--- config.mk ---
export PLATFORM = sky130hd
export DESIGN_NAME = rf_op_sequencer
export DESIGN_NICKNAME = d
export VERILOG_FILES = /design/src/rtl/rf_op_sequencer.sv
export SDC_FILE = /design/constraint.sdc
export NUM_CORES = 1
export LEC_CHECK = 0
export ABC_AREA = 0
export BUFFER_PORTS_ARGS = -buffer_cell sky130_fd_sc_hd__buf_2
export CORE_MARGIN = 2
export CORE_UTILIZATION = 50
export CTS_BUF_LIST = sky130_fd_sc_hd__clkbuf_16
export CTS_CLUSTER_SIZE = 40
export DETAILED_ROUTE_END_ITERATION = 16
export PLACE_DENSITY = 0.73
export SLEW_MARGIN = 20
export SYNTH_ARGS = -nofsm -noshare
export SYNTH_HDL_FRONTEND = slang
export SYNTH_SLANG_ARGS = --single-unit
--- constraint.sdc ---
create_clock -name CLK -period 11.97 [get_ports CLK]
set_clock_uncertainty 0.1 [all_clocks]
set_input_delay 1.7955 -clock CLK [delete_from_list [all_inputs] [get_ports CLK]]
set_output_delay 1.7955 -clock CLK [all_outputs]
set_load 0.01 [all_outputs]
--- src/rtl/rf_op_sequencer.sv ---
// Register-transfer micro-op sequencer: reads two registers, computes a result
// and writes it back through the 8x16 register-file port.
module rf_op_sequencer #(
   parameter int unsigned DATA_W = 16,
   parameter int unsigned ADDR_W = 3
) (
   input  logic              CLK,
   input  logic              RESET,
   input  logic              cmd_valid,
   output logic              cmd_ready,
   input  logic [2:0]        cmd_op,
   input  logic [ADDR_W-1:0] cmd_aa,
   input  logic [ADDR_W-1:0] cmd_ba,
   input  logic [ADDR_W-1:0] cmd_da,
   input  logic [DATA_W-1:0] cmd_imm,
   output logic [ADDR_W-1:0] AA,
   output logic [ADDR_W-1:0] BA,
   output logic [ADDR_W-1:0] DA,
   output logic [DATA_W-1:0] DD,
   output logic              RW,
   input  logic [DATA_W-1:0] AD,
   input  logic [DATA_W-1:0] BD,
   output logic              done,
   output logic [DATA_W-1:0] result,
   output logic              flag_z,
   output logic              flag_c
);

   localparam logic [2:0] OP_MOV = 3'd0;
   localparam logic [2:0] OP_ADD = 3'd1;
   localparam logic [2:0] OP_SUB = 3'd2;
   localparam logic [2:0] OP_AND = 3'd3;
   localparam logic [2:0] OP_OR  = 3'd4;
   localparam logic [2:0] OP_XOR = 3'd5;
   localparam logic [2:0] OP_LDI = 3'd6;
   localparam logic [2:0] OP_CMP = 3'd7;

   typedef enum logic [1:0] {S_IDLE, S_READ, S_EXEC, S_WRITE} state_t;

   state_t              state_q, state_d;
   logic [2:0]          op_q;
   logic [ADDR_W-1:0]   da_q;
   logic [DATA_W-1:0]   imm_q, opa_q, opb_q;
   logic [DATA_W:0]     res_c;

   logic                ready_d, rw_d, done_d, flag_z_d, flag_c_d;
   logic [ADDR_W-1:0]   aa_d, ba_d, da_d;
   logic [DATA_W-1:0]   dd_d, result_d;

   // State register
   always_ff @(posedge CLK or posedge RESET) begin
      if (RESET) state_q <= S_IDLE;
      else       state_q <= state_d;
   end

   // Next-state logic
   always_comb begin
      state_d = state_q;
      case (state_q)
         S_IDLE:  if (cmd_valid) state_d = S_READ;
         S_READ:  state_d = S_EXEC;
         S_EXEC:  state_d = (op_q == OP_CMP) ? S_IDLE : S_WRITE;
         S_WRITE: state_d = S_IDLE;
         default: state_d = S_IDLE;
      endcase
   end

   // ALU, one extra bit so ADD carry and SUB/CMP borrow fall out of bit DATA_W
   always_comb begin
      res_c = '0;
      case (op_q)
         OP_MOV:         res_c = {1'b0, opa_q};
         OP_ADD:         res_c = {1'b0, opa_q} + {1'b0, opb_q};
         OP_SUB, OP_CMP: res_c = {1'b0, opa_q} - {1'b0, opb_q};
         OP_AND:         res_c = {1'b0, opa_q & opb_q};
         OP_OR:          res_c = {1'b0, opa_q | opb_q};
         OP_XOR:         res_c = {1'b0, opa_q ^ opb_q};
         OP_LDI:         res_c = {1'b0, imm_q};
         default:        res_c = '0;
      endcase
   end

   // Output logic: next values of the registered outputs
   always_comb begin
      ready_d  = (state_d == S_IDLE);
      rw_d     = (state_d == S_WRITE);
      done_d   = (state_d == S_WRITE) || (state_d == S_EXEC && op_q == OP_CMP);
      aa_d     = AA;
      ba_d     = BA;
      da_d     = DA;
      dd_d     = DD;
      result_d = result;
      flag_z_d = flag_z;
      flag_c_d = flag_c;
      if (state_q == S_IDLE && cmd_valid) begin
         aa_d = cmd_aa;
         ba_d = cmd_ba;
      end
      if (state_q == S_EXEC) begin
         result_d = res_c[DATA_W-1:0];
         flag_z_d = (res_c[DATA_W-1:0] == '0);
         flag_c_d = (op_q == OP_ADD || op_q == OP_SUB || op_q == OP_CMP) ? res_c[DATA_W] : 1'b0;
         if (op_q != OP_CMP) begin
            da_d = da_q;
            dd_d = res_c[DATA_W-1:0];
         end
      end
   end

   // Output and datapath registers
   always_ff @(posedge CLK or posedge RESET) begin
      if (RESET) begin
         cmd_ready <= 1'b1;
         AA        <= '0;
         BA        <= '0;
         DA        <= '0;
         DD        <= '0;
         RW        <= 1'b0;
         done      <= 1'b0;
         result    <= '0;
         flag_z    <= 1'b0;
         flag_c    <= 1'b0;
         op_q      <= '0;
         da_q      <= '0;
         imm_q     <= '0;
         opa_q     <= '0;
         opb_q     <= '0;
      end else begin
         cmd_ready <= ready_d;
         AA        <= aa_d;
         BA        <= ba_d;
         DA        <= da_d;
         DD        <= dd_d;
         RW        <= rw_d;
         done      <= done_d;
         result    <= result_d;
         flag_z    <= flag_z_d;
         flag_c    <= flag_c_d;
         if (state_q == S_IDLE && cmd_valid) begin
            op_q  <= cmd_op;
            da_q  <= cmd_da;
            imm_q <= cmd_imm;
         end
         if (state_q == S_READ) begin
            opa_q <= AD;
            opb_q <= BD;
         end
      end
   end

endmodule

Yosys cells after proc, flatten, opt, wreduce, memory -nomap -nowiden. Index checks and enable logic that the tools add are counted.

Register bits after elaboration: 102. Output and inout bits: 46.

$add $sub $neg: 2. Eq/ne operators: 13. Multiplexer cells: 5. Bitwise operators: 3. Reductions and logical operators: 11.

Operators with widths (count): case mux 17 bit (7 select lines) (1); adder 16 x 16 -> 17 bit (1); subtractor 16 x 16 -> 17 bit (1); AND 16 bit (1); zero test 16 bit (1); bitwise OR 16 bit (1); bitwise XOR 16 bit (1); equality test 3 bit, second input constant (4); equality test 2 bit, second input constant (4); case mux 2 bit (4 select lines) (1); equality test 3 x 2 -> 1 bit, second input constant (2); zero test 2 bit (2); two-way mux 2 bit (2); equality test 3 x 1 -> 1 bit, second input constant (1); zero test 3 bit (1); logical OR 1 bit (3); != test 3 bit, second input constant (1); equality test 2 x 1 -> 1 bit, second input constant (1); logical AND 1 bit (2); AND reduction 2 bit (1); OR reduction 2 bit (1); two-way mux 1 bit (1).

Longest topological paths before layout.
Depth after elaboration: 6. Mapped depth: 18. Gate-level depth less buffers: 15.

Least setup slack after synthesis. No wires, ideal clock.

Path kind: flip-flop to flip-flop. From: register op_q[2]. To: register flag_z. Library setup time: 0.119 ns. Arrival time: 3.543 ns. Required time: 11.751 ns. Slack: 8.208 ns. Cell stages (with the launch flop): 18. Path buffers: 3. Clock period less this slack: 3.762 ns. Cells stage by stage: dfrtp_1 > clkbuf_1 > buf_2 > xnor2_1 > and2_1 > clkbuf_1 > nor2_1 > xnor2_1 > ha_1 > o21a_1 > o31a_1 > o221a_4 > a2111oi_0 > or4_1 > or3b_1 > nand3_1 > nor4_1 > a21bo_1.

Word-level cells in the longest chain between the ends: 4.

RTL lines: start: declaration (line 41) `logic [2:0] op_q;`; start signal: assignment (line 140) `op_q <= cmd_op;`; equality test 3 bit or equality test 3 x 2 -> 1 bit (tied branches) (line 71) `case (op_q)`; OR reduction 2 bit (line 71); case mux 17 bit (7 select lines) (*) (line 71); zero test 16 bit (*) (line 101) `flag_z_d = (res_c[DATA_W-1:0] == '0);`; end signal: assignment (line 137) `flag_z <= flag_z_d;`; end: declaration (line 25) `output logic flag_z,`.

Every way passes the cells marked *; elsewhere a longest branch is shown, timed or not. A chain may end at the register's enable or synchronous reset.

Final worst setup path.
From: register op_q[0]. To: register flag_z.

The elaborated chain is that of the path after synthesis.

==> results.py <==
metrics = {
    "outcome": {
        "outcome": "finished clean",
    },
    "worst_setup_path": {
        "startpoint_type": "register",
        "worstPathArrival_ps": 4330,
        "worstSetupEndpointType": "register",
        "reg2reg_depth": 13,
        "required_ps": 12170,
        "path_class": "register to register",
        "critPathMaxFanout": 16,
        "startpoint": "op_q[0]",
        "timing.rr.start": "op_q[0]",
    },
    "grt": {
        "globalRouteTotalUtil_pct": 24.8,
        "overflow": 0,
        "grt_max_degree": 72,
        "grt_pass1_wl_um": 25100,
        "grt_pass1_vias": 4896,
        "antenna_found_initial": 0,
    },
    "clock_tree": {
        "htreeDepth": 3,
        "clock_path_buffers": 2,
        "cts_tree": "done",
        "ctsResizeCount": 0,
        "numClockSinks": 102,
        "cts_hold_buf": 0,
        "cts_setup_buffers": 0,
        "cts_buffers": 9,
        "cts_root_buf": "clkbuf_16",
        "clkTransAtPathRegs_ps": 70,
        "clock_latency_ps": 360,
    },
    "timing": {
        "hold_viol_final": 0,
        "max-slew-margin-rel_pct": 36.0,
        "setup_viol": 0,
        "rsz0062_at_grt": "no",
        "finalCritPeriodShare_pct": 34.5,
        "period_minus_slack_ps": 4130,
        "maxSlewViolCount": 0,
        "tns_ps": 0,
        "tightest_slew_ps": 960,
        "fmax_ghz": 0.242,
    },
    "die": {
        "rows": 40,
        "die_w_um": 115,
        "die_y_um": 115,
        "core-area_mm2": 0.0120,
        "die_area_mm2": 0.0131,
        "start_util_pct": 51.1,
        "io_pins": 109,
    },
    "routing": {
        "dr_wl_met2_um": 7500,
        "route.met3.wl_um": 733,
        "dr.pass1.iters": 5,
        "m1WireLength_um": 7370,
        "ant_nets": 0,
        "drc": 0,
        "drt_wl_total_um": 15800,
        "num_vias": 5192,
        "dr.first_iter.drc_count": 430,
        "wire_per_inst_um": 17.5,
        "dr.max_layer_used": "met4",
        "viasPerCell": 5.73,
    },
    "logic_synthesis": {
        "synth_top_cell_area_share_pct": 41.4,
        "ys_types": 60,
        "synthCells": 658,
        "synth-seq-cells": 102,
        "yosys-top-cells-area": "dfrtp_1 (41%), ha_1 (10%), nand2_1 (6.2%)",
        "synth-edff-count": 0,
        "synthTopCellsByCount": "dfrtp_1 (101), nand2_1 (101), o21ai_0 (65)",
        "synthArstFlopShare_pct": 100,
        "yosysTopAreaCell": "dfrtp_1",
        "yosysWarningCount": 0,
        "synth_nets": 771,
        "syn_avg_cell_area_um2": 9.29,
        "ys_seq_area_share_pct": 41.8,
        "netlist_area_mm2": 0.00611,
        "synth_ff_type": "dfrtp_1",
    },
    "flow_run": {
        "drv_cap": 0,
    },
    "finish": {
        "antennaDiodeCount": 0,
        "layout-drive-gt1-share_pct": 22.4,
        "fillers": 1034,
        "nets": 867,
        "syn_to_final_growth_pct": 15.5,
    },
    "placement": {
        "hpwl_um": 11500,
        "finalWeightedCongestion": 0.906,
        "placement.io_buffers": 108,
    },
    "min_path": {
        "hold_depth": 2,
        "hold_start": "DA[0]",
        "hold_path.class": "register to register",
    },
}
flip-flops by register name, summed over array words and instances (netlist names):
register	flops
done	1
flag_z	1
op_q	3
DD	16
AA	3
result	16
state_q	2
da_q	3
flag_c	1
DA	3
opa_q	16
opb_q	16
cmd_ready	1
BA	3
imm_q	16
RW	1
placed cells by master (no fill, tap or decap), types with 5 or more instances in the layout:
cell | Yosys | final
o21ai_0 | 65 | 65
nand2_1 | 101 | 101
a21oi_1 | 28 | 28
o22ai_1 | 7 | 7
nor2b_1 | 6 | 5
a31oi_1 | 6 | 6
inv_1 | 50 | 50
buf_4 | 0 | 8
clkbuf_16 | 0 | 9
dfrtp_1 | 101 | 101
xnor2_1 | 19 | 19
nand3_1 | 10 | 10
buf_2 | 6 | 108
nor3_1 | 8 | 8
a221oi_1 | 13 | 13
o21ai_1 | 13 | 13
mux2_2 | 27 | 27
nor2_1 | 29 | 29
a22oi_1 | 7 | 7
a21o_1 | 8 | 8
ha_1 | 49 | 49
mux2i_1 | 12 | 12
xor2_1 | 5 | 5
cell type report:
type | instances | area [um2] | area share (%)
clock inverter | 7 | 48.8 | 0.691
sequential | 102 | 2550 | 36.2
tap | 147 | 184 | 2.61
timing repair buffer | 116 | 601 | 8.51
multi-input combinational | 474 | 3250 | 46.1
inverter | 51 | 194 | 2.75
clock buffer | 9 | 225 | 3.19
worst max-delay path, stage by stage, from the launching register on:
cell,delay [ps]
dfrtp_1,760
xnor2_1,210
nand2_1,260
a21oi_1,320
ha_1,270
nor2b_1,140
o31a_1,300
o221a_4,290
a2111oi_4,340
o211ai_1,180
a21o_1,180
a31oi_1,390
and3_1,220
a21bo_1,110
kinds of logic after synthesis:
group           Yosys count  share of synthesized area, %
buf+inv                  82                          5.16
flops                   102                          41.8
xor+xnor                 24                          3.44
mux                      39                          6.94
compound gates          184                          19.6
simple gates            177                          12.7
fa+ha+maj                50                          10.4
routing by layer:
layer,vias to the layer above,GRT usage [%]
met5,-,0
li1,2502,-
met2,151,40.2
met4,0,8.62
met1,2522,34.1
met3,17,3.34
through the flow:
| stage | util, % | std cells | instance area, um2 | hold slack (ps) | setup WS, ps |
|---|---|---|---|---|---|
| 2_1_floorplan | - | 658 | 6110 | 335 | 7400 |
| 3_3_place_gp | 56.7 | 890 | 6790 | 353 | 7990 |
| 3_5_place_dp | 56.7 | 890 | 6790 | 358 | 7900 |
| 4_1_cts | 59.0 | 906 | 7060 | 376 | 7880 |
| 5_1_grt | 59.0 | 906 | 7060 | 394 | 7630 |
| 6_report | 59.0 | 906 | 7060 | 370 | 7840 |
path summary, 6_finish.rpt:
check / endpoint / slack, ps
min: DA[0] / 370
max reg2reg: flag_z / 7840
min in group asynchronous: imm_q[1] / 1320
max: flag_z / 7840
max in group asynchronous: imm_q[6] / 9180
min reg2reg: DA[0] / 370
Power is not shown: default switching activity piles up to over one toggle a cycle in this logic, so the estimate is an artifact.
